### src/rtl/wide_add_pkg.sv
// Shared types and constants for the byte-serial wide adder.
package wide_add_pkg;

  // Width of the single time-multiplexed adder slice
  localparam int unsigned SLICE_W = 8;

  // in_sub encodings
  localparam logic OP_ADD = 1'b0;
  localparam logic OP_SUB = 1'b1;

  // Sequencer states
  typedef enum logic [1:0] {
    IDLE = 2'd0,
    RUN  = 2'd1,
    DONE = 2'd2
  } state_e;

endpackage

### src/rtl/add8_slice.sv
// Combinational 8-bit ripple-carry adder slice.
module add8_slice (
  input  logic [7:0] a,
  input  logic [7:0] b,
  input  logic       cin,
  output logic [7:0] sum,
  output logic       cout
);

  logic w_carry;

  // Ripple the carry bit by bit, LSB first
  always_comb begin
    w_carry = cin;
    sum     = '0;
    for (int i = 0; i < 8; i++) begin
      sum[i]  = a[i] ^ b[i] ^ w_carry;
      w_carry = (a[i] & b[i]) | (w_carry & (a[i] ^ b[i]));
    end
    cout = w_carry;
  end

endmodule

### src/rtl/wide_add_sequencer.sv
// Wide add/subtract built from one 8-bit slice, one byte per cycle, LSB first.
module wide_add_sequencer
  import wide_add_pkg::*;
#(
  parameter  int unsigned NUM_SLICES = 4,
  localparam int unsigned IDX_W      = $clog2(NUM_SLICES),
  localparam int unsigned W          = SLICE_W * NUM_SLICES
) (
  input  logic         clk,
  input  logic         rst,
  input  logic         in_valid,
  output logic         in_ready,
  input  logic [W-1:0] in_a,
  input  logic [W-1:0] in_b,
  input  logic         in_cin,
  input  logic         in_sub,
  output logic         out_valid,
  input  logic         out_ready,
  output logic [W-1:0] out_sum,
  output logic         out_cout,
  output logic         busy
);

  state_e r_state;
  state_e w_state_next;

  logic [IDX_W-1:0]   r_idx;
  logic               r_carry;
  logic [W-1:0]       r_a;
  logic [W-1:0]       r_b;
  logic [W-1:0]       r_sum;
  logic               r_cout;

  logic               w_accept;
  logic               w_last;
  logic               w_run;
  logic [SLICE_W-1:0] w_a_byte;
  logic [SLICE_W-1:0] w_b_byte;
  logic [SLICE_W-1:0] w_slice_sum;
  logic               w_slice_cout;

  assign w_run    = (r_state == RUN);
  assign w_accept = in_valid && (r_state == IDLE);
  assign w_last   = (r_idx == IDX_W'(NUM_SLICES - 1));
  assign w_a_byte = r_a[SLICE_W*r_idx +: SLICE_W];
  assign w_b_byte = r_b[SLICE_W*r_idx +: SLICE_W];

  add8_slice u_slice (
    .a    (w_a_byte),
    .b    (w_b_byte),
    .cin  (r_carry),
    .sum  (w_slice_sum),
    .cout (w_slice_cout)
  );

  // State register
  always_ff @(posedge clk or posedge rst) begin
    if (rst) begin
      r_state <= IDLE;
    end else begin
      r_state <= w_state_next;
    end
  end

  // Next-state and handshake decode, from the state register only
  always_comb begin
    w_state_next = r_state;
    in_ready     = 1'b0;
    out_valid    = 1'b0;
    busy         = 1'b1;
    unique case (r_state)
      IDLE: begin
        in_ready = 1'b1;
        busy     = 1'b0;
        if (in_valid) w_state_next = RUN;
      end
      RUN: begin
        if (w_last) w_state_next = DONE;
      end
      DONE: begin
        out_valid = 1'b1;
        // A same-cycle in_valid is not seen until the following IDLE cycle
        if (out_ready) w_state_next = IDLE;
      end
      default: begin
        w_state_next = IDLE;
        busy         = 1'b0;
      end
    endcase
  end

  // Operand capture; subtract is folded into A + ~B + 1
  always_ff @(posedge clk or posedge rst) begin
    if (rst) begin
      r_a <= '0;
      r_b <= '0;
    end else if (w_accept) begin
      r_a <= in_a;
      r_b <= (in_sub == OP_SUB) ? ~in_b : in_b;
    end
  end

  // Slice index and inter-byte carry
  always_ff @(posedge clk or posedge rst) begin
    if (rst) begin
      r_idx   <= '0;
      r_carry <= 1'b0;
    end else if (w_accept) begin
      r_idx   <= '0;
      r_carry <= (in_sub == OP_ADD) ? in_cin : 1'b1;
    end else if (w_run) begin
      r_carry <= w_slice_cout;
      r_idx   <= w_last ? '0 : r_idx + IDX_W'(1);
    end
  end

  // Result bytes and final carry; held until the next operation overwrites them
  always_ff @(posedge clk or posedge rst) begin
    if (rst) begin
      r_sum  <= '0;
      r_cout <= 1'b0;
    end else if (w_run) begin
      r_sum[SLICE_W*r_idx +: SLICE_W] <= w_slice_sum;
      if (w_last) r_cout <= w_slice_cout;
    end
  end

  assign out_sum  = r_sum;
  assign out_cout = r_cout;

endmodule
### config.mk
export PLATFORM = sky130hd
export DESIGN_NAME = wide_add_sequencer
export DESIGN_NICKNAME = d
export VERILOG_FILES = /design/src/rtl/wide_add_pkg.sv /design/src/rtl/add8_slice.sv /design/src/rtl/wide_add_sequencer.sv
export SDC_FILE = /design/constraint.sdc
export NUM_CORES = 1
export LEC_CHECK = 0
export CAP_MARGIN = 5
export CORE_MARGIN = 3
export CORE_UTILIZATION = 30
export DETAILED_ROUTE_END_ITERATION = 16
export PLACE_DENSITY = 0.48
export SLEW_MARGIN = 0
export SYNTH_ARGS = -nofsm -noshare
export SYNTH_HDL_FRONTEND = slang
export SYNTH_SLANG_ARGS = --single-unit
### constraint.sdc
create_clock -name clk -period 5 [get_ports clk]
set_input_delay 0.75 -clock clk [delete_from_list [all_inputs] [get_ports clk]]
set_output_delay 0.75 -clock clk [all_outputs]
set_load 0.01 [all_outputs]
==> results of run 1 <==
[per-layer routing]
layer  vias to the layer above  track usage [%]  routed length (µm)
li1                       1514                -                   -
met1                      1570             18.2                5320
met2                        83             22.0                5400
met3                         8             4.64                 634
met4                         0             3.29                 105
met5                         -                0                   0
[worst max-delay path: cells and delay by family (launching register included)]
family | cells | cell delay, ns
mux | 1 | 0.52
fa+ha+maj | 7 | 2.18
buf+inv | 5 | 0.54
compound gates | 1 | 0.22
flops | 1 | 0.53
[state kept, by name (all words and copies together), names as in the netlist]
register and cells:
r_b 32, out_sum 32, r_carry 1, r_idx 2, r_a 32, out_cout 1, r_state 2
[layout make-up]
cell class                 count  area (µm²)  share of cell area [%]
clock buffer                  12         267                    4.20
inverter                      20        77.6                    1.22
multi-input combinational    236        2070                    32.7
timing repair buffer         110        1080                    17.1
tap                          211         264                    4.16
clock inverter                 4        30.0                   0.473
sequential                   102        2550                    40.2
[kinds of logic (layout without fill, tap and decap cells)]
logic type      after synthesis  after routing  share of synthesized area, %
compound gates               68             68                          8.76
xor+xnor                     32             32                          5.84
fa+ha+maj                    17             17                          5.68
buf+inv                      40            146                          3.78
flops                       102            102                          53.2
mux                          54             54                          16.3
simple gates                 65             65                          6.41
[layout by cell type, fill, tap and decap left out, drive strengths merged, types with 2 or more instances in the layout]
cell,netlist,final
clkinv,0,3
mux2i,3,3
and4,2,2
xnor2,32,32
a22o,16,16
buf,16,6
nand4,2,2
nand2,54,54
mux4,16,16
o21ai,48,48
a21oi,3,3
ha,9,9
clkbuf,4,12
dfrtp,102,102
mux2,35,35
fa,8,8
clkdlybuf4s50,0,104
inv,20,20
[worst max-delay path by stage]
stage / start / endpoint / slack [ns]
floorplan: r_idx[0] / out_sum[15] / 1.09
CTS: r_idx[1] / out_sum[15] / 0.83
global placement: r_idx[1] / out_sum[7] / 0.90
detailed placement: r_idx[1] / out_sum[15] / 0.86
global route: r_idx[1] / r_carry / 0.64
finish: r_idx[1] / out_sum[15] / 0.90
[power by group through the flow]
stage | registers (W) | logic (W) | clock network, W
4_1_cts | 0.00143 | 0.00205 | 0.000708
2_1_floorplan | 0.00140 | 0.00131 | 0
3_3_place_gp | 0.00145 | 0.00201 | 0
3_5_place_dp | 0.00145 | 0.00205 | 0
6_report | 0.00143 | 0.00200 | 0.000684
5_1_grt | 0.00148 | 0.00222 | 0.000743
[metrics by stage]
stage | power (W) | std cells | instance area (µm²) | utilization, %
after floorplan | 0.00271 | 378 | 4800 | -
after global placement | 0.00346 | 679 | 6050 | 39.2
after detailed placement | 0.00350 | 679 | 6050 | 39.2
after CTS | 0.00419 | 695 | 6350 | 41.1
after global routing | 0.00444 | 695 | 6350 | 41.1
final | 0.00411 | 695 | 6350 | 41.1
==> metrics.md, run 1 <==
| Metric | Value |
|---|---|
| Clock tree buffer depth | 2 |
| Fraction of power consumed by sequential logic | 34.7% |
| Most used cell, CP | fa_1 |
| # port buffers | 105 |
| Startpoint-to-endpoint class of the critical path | reg2reg |
| Top cell type by total area after synthesis | dfrtp_1 |
| Drt total wl | 11.5 mm |
| Crit path launch type | flop |
| Post-detailed-route DRC marker count | 0 |
| Number of gates resized after cts | 0 |
| Violation count after the first detailed-route iteration | 119 |
| IO Count | 106 |
| Total power density per cell area | 647 mW/mm² |
| Combinational group share of total power | 48.6% |
| Part of the Yosys area used for sequential elements | 53.2% |
| Clk slew on worst S/H paths | 0.07 ns |
| Antenna violations before repair | 0 |
| Clock tree sinks | 102 |
| Number of synthesized flops with an enable pin | 0 |
| Net count of the finished layout | 566 |
| Horiz. Die Dim | 132 µm |
| Num CTS Buffers | 9 |
| Post-synth top flop | dfrtp_1 |
| RSZ-0062 raised after global routing | no |
| Synth Instances | 378 |
| Height of the die | 132 µm |
| Worst-path cell chain | buf_4, mux4_2, inv_1, fa_1, inv_1, fa_1, fa_1, inv_1, fa_1, fa_1, inv_1, fa_1, fa_1, a22o_1 |
| Final cycle utilization of the critical path | 82.0% |
| CTS tree | built |
| Remaining global-route overflow | 0 |
| Switching pwr | 0.00154 W |
| FFs w/ async S/R, synth | 100% |
| First drt pass iteration count | 4 |
| Wirelength per Cell | 16.5 µm |
| Vias in the first global route | 3473 |
| Worst EP required | 5.24 ns |
| Most frequent cell after synthesis | dfrtp_1 |
| Setup violators final | 0 |
| Clock tree root buffer cell | clkbuf_16 |
| Worst hold start | r_b[13] |
| Pin count of the biggest net entering global routing | 99 |
| Final clock skew | 0.00811 ns |
| Growth of design area from synthesis to finish | 32.2% |
| Die outline area | 0.0176 mm² |
| Gp weighted congestion | 0.721 |
| Syn_area_per_cell | 12.7 µm² |
| Highest achievable clock rate | 244 MHz |
| Relative slew slack | 32.6% |
| Number of hold buffers added after cts | 0 |
| Register-to-register setup slack | 0.90 ns |
| Largest stage delay, worst path | 0.53 ns |
| Synth top cells by count | 102 x dfrtp_1, 53 x nand2_1, 44 x o21ai_0 |
| Global-route usage over all layers | 13.7% |
| Placed wire-length estimate | 8.86 mm |
| Count of different cell masters after synthesis | 29 |
| R2R Path End | out_sum[15] |
| Final setup TNS | 0 ns |
| Area fraction of the dominant cell type after synthesis | 53.2% |
| Clk network pwr share | 16.7% |
| Endpoint, Worst Hold | r_b[13] |
| Worst-case hold slack | 0.479 ns |
| Number of nets produced by synthesis | 465 |
| Worst-skew pair later-pin latency | 0.35 ns |
| Power Internal | 0.00257 W |
| Antenna Nets Post-Route | 0 |
| Core footprint | 0.0154 mm² |
| Min cycle time layout | 4.10 ns |
| Hold Fails Final Rpt | 0 |
| Leakage dissipation | 2.67 nW |
| R2R Path Start | r_idx[1] |
| Slew at the pin with the worst max-slew slack | 1.01 ns |
| Maximum fanout along the worst path | 9 |
| Vias | 3175 |
| Number of antenna diodes | 0 |
| Worst R2R Path Depth | 14 |
| Status | complete, no violations |
| Layout filler cell count | 1490 |
| Worst slack at placement | 0.859 ns |
| Wire length of the first global-routing pass | 18.9 mm |
| Endpoint type of the worst setup path | flop |
| Final WS setup | 0.898 ns |
| Number of warnings reported in the yosys synthesis log | 0 |
| H-tree lvl count | 3 |
| Peak supply drop | 0.000331 V |
| Dominant cells by area after synthesis | dfrtp_1 53%, mux2_2 8.2%, mux4_2 7.5% |
| Slowest library cell on the worst path | dfrtp_1 |
| Count of final max-slew check failures | 0 |
| Number of synthesized register bits | 102 |
| Initial core utilization | 31.1% |
| Number of setup buffers added after CTS | 0 |
| Number of violations of the max-capacitance limit | 0 |
| Detail-routed via count per cell | 4.57 |
| Row cnt | 45 |
| Endpoint arrival time on the critical path | 4.34 ns |
| Share of final-layout standard cells stronger than drive strength 1 | 17.1% |
| Sw Share | 37.4% |
| Cell depth of the worst min-delay path | 2 |
| Class of the tightest hold or removal check | reg2reg |
| Synthesized cell area | 0.00480 mm² |
Note: power is estimated with default switching activity, not from simulation.
==> run 2: changes to the inputs <==
PLACE_DENSITY = 0.5   (was 0.48)
clock period = 3.5 ns   (was 5 ns; I/O delays follow)
==> metrics.md, run 2 (synthesis results as in run 1) <==
| Metric | Value |
|---|---|
| Clock tree sinks | 102 |
| Number of violations of the max-capacitance limit | 0 |
| Vias | 3198 |
| Slew at the pin with the worst max-slew slack | 0.874 ns |
| Met2 GRT Util | 20.8% |
| Clk slew on worst S/H paths | 0.07 ns |
| Pin count of the biggest net entering global routing | 79 |
| Peak supply drop | 0.000408 V |
| Status | finished, violations left |
| Min cycle time layout | 3.74 ns |
| Vias in the first global route | 3404 |
| Net count of the finished layout | 578 |
| Endpoint arrival time on the critical path | 3.97 ns |
| Final WS setup | -0.243 ns |
| Clock tree root buffer cell | clkbuf_16 |
| Post-route insts no fill | 707 |
| Cell Count Post-Placement | 686 |
| Endpoint, Worst Hold | out_sum[9] |
| Register-to-register setup slack | -0.24 ns |
| R2R Path End | out_sum[31] |
| Total power density per cell area | 945 mW/mm² |
| Detail-routed via count per cell | 4.52 |
| Maximum fanout along the worst path | 5 |
| Die outline area | 0.0176 mm² |
| Core footprint | 0.0154 mm² |
| Overall power after layout | 0.00611 W |
| Met3 usage in global routing | 3.61% |
| Wirelength per Cell | 16.1 µm |
| Crit path launch type | flop |
| H-tree lvl count | 3 |
| Most frequent cells in the layout | 104 x clkdlybuf4s50_1, 101 x dfrtp_1, 52 x nand2_1 |
| R2R Path Start | r_idx[1] |
| Endpoint type of the worst setup path | flop |
| Area of combinational cells with multiple inputs | 0.00209 mm² |
| Clock tree buffer depth | 2 |
| Global-route usage over all layers | 13.4% |
| Worst hold start | out_sum[9] |
| Highest achievable clock rate | 267 MHz |
| Wire length of the first global-routing pass | 18.6 mm |
| IO Count | 106 |
| Remaining global-route overflow | 0 |
| RSZ-0062 raised after global routing | yes |
| Growth of design area from synthesis to finish | 34.7% |
| Number of antenna diodes | 0 |
| Final cycle utilization of the critical path | 107% |
| Startpoint-to-endpoint class of the critical path | reg2reg |
| Drt total wl | 11.4 mm |
| Worst-case hold slack | 0.479 ns |
| # port buffers | 105 |
| Count of final max-slew check failures | 0 |
| Cell area reported after detailed placement | 0.00612 mm² |
| Antenna violations before repair | 0 |
| Layout filler cell count | 1507 |
| Gp weighted congestion | 0.775 |
| CTS tree | built |
| Class of the tightest hold or removal check | reg2reg |
| M1 GR Usage | 18.6% |
| Antenna Nets Post-Route | 0 |
| Violation count after the first detailed-route iteration | 125 |
| Num CTS Buffers | 9 |
| Row cnt | 45 |
| Setup violators final | 10 |
| Worst EP required | 3.73 ns |
| Worst R2R Path Depth | 14 |
| Most common cell after layout, fill and taps aside | clkdlybuf4s50_1 |
| Placed wire-length estimate | 8.82 mm |
| Height of the die | 132 µm |
| Area occupied by registers | 0.00255 mm² |
| Final clock skew | 0.00677 ns |
| Post-detailed-route DRC marker count | 0 |
| Relative slew slack | 41.7% |
| Initial core utilization | 31.1% |
| Worst-skew pair later-pin latency | 0.34 ns |
| Share of final-layout standard cells stronger than drive strength 1 | 21.8% |
| Final Instance Area | 0.00647 mm² |
| Cell depth of the worst min-delay path | 2 |
| Hold Fails Final Rpt | 0 |
| Most utilized layer in the global route result | met2 |
| Failing checks | negative setup slack |
| Leakage dissipation | 2.71 nW |
| Horiz. Die Dim | 132 µm |
| First drt pass iteration count | 4 |
==> run 2: changes by cell type in the layout (fill, tap and decap cells not counted), sizes merged <==
cell	previous run	this run
buf	6	18
bufinv	0	1
clkbuf	12	11
clkinv	3	2
clkinvlp	1	2
==> run 2: timing repair <==
action | CTS | global route
setup buffers | 0 | 5
pin swaps | 1 | 6
hold buffers | 0 | 0
resized for setup | 1 | 1
hold endpoints to repair | 0 | 0
setup endpoints to repair | 10 | 10
==> run 2: layout make-up <==
| class | count | share of cell area [%] |
|---|---|---|
| timing repair buffer | 122 | 18.2 |
| inverter | 20 | 1.20 |
| multi-input combinational | 236 | 32.4 |
| clock buffer | 11 | 3.75 |
| clock inverter | 5 | 0.909 |
| sequential | 102 | 39.5 |
| tap | 211 | 4.08 |
==> run 2: metrics by stage <==
stage	utilization (%)	worst slack, ns	TNS, ns
after floorplan	-	-0.289	-1.83
after global placement	39.7	-0.279	-1.66
after detailed placement	39.7	-0.325	-2.07
after CTS	41.7	-0.252	-1.63
after global routing	41.9	-0.353	-2.35
final	41.9	-0.243	-1.25
==> run 2: metal layers <==
metal / up-vias / routed length [µm]
li1: 1530 / -
met1: 1575 / 5440
met2: 84 / 5270
met3: 9 / 564
met4: 0 / 116
met5: - / 0
==> run 2: worst max-delay path by stage <==
stage                       end  slack [ns]  cells after the start  startpoint
floorplan            out_sum[7]       -0.29                     15    r_idx[0]
global placement    out_sum[15]       -0.28                     14    r_idx[1]
detailed placement  out_sum[31]       -0.33                     14    r_idx[1]
CTS                 out_sum[31]       -0.25                     14    r_idx[1]
global route        out_sum[15]       -0.35                     14    r_idx[1]
finish              out_sum[31]       -0.24                     14    r_idx[1]
==> run 2: worst max-delay path: stages (launching register included) <==
cell     delay, ns
dfrtp_2       0.41
mux4_2        0.52
inv_2         0.07
fa_2          0.19
fa_2          0.19
inv_2         0.04
fa_2          0.35
fa_2          0.34
inv_2         0.06
fa_2          0.19
fa_2          0.19
inv_2         0.04
fa_2          0.33
fa_2          0.50
a22o_1        0.22
==> run 2: power by group <==
part           internal [W]  switching, W
clock network      0.000574      0.000430
registers           0.00172      0.000295
logic               0.00157       0.00152
total               0.00387       0.00224
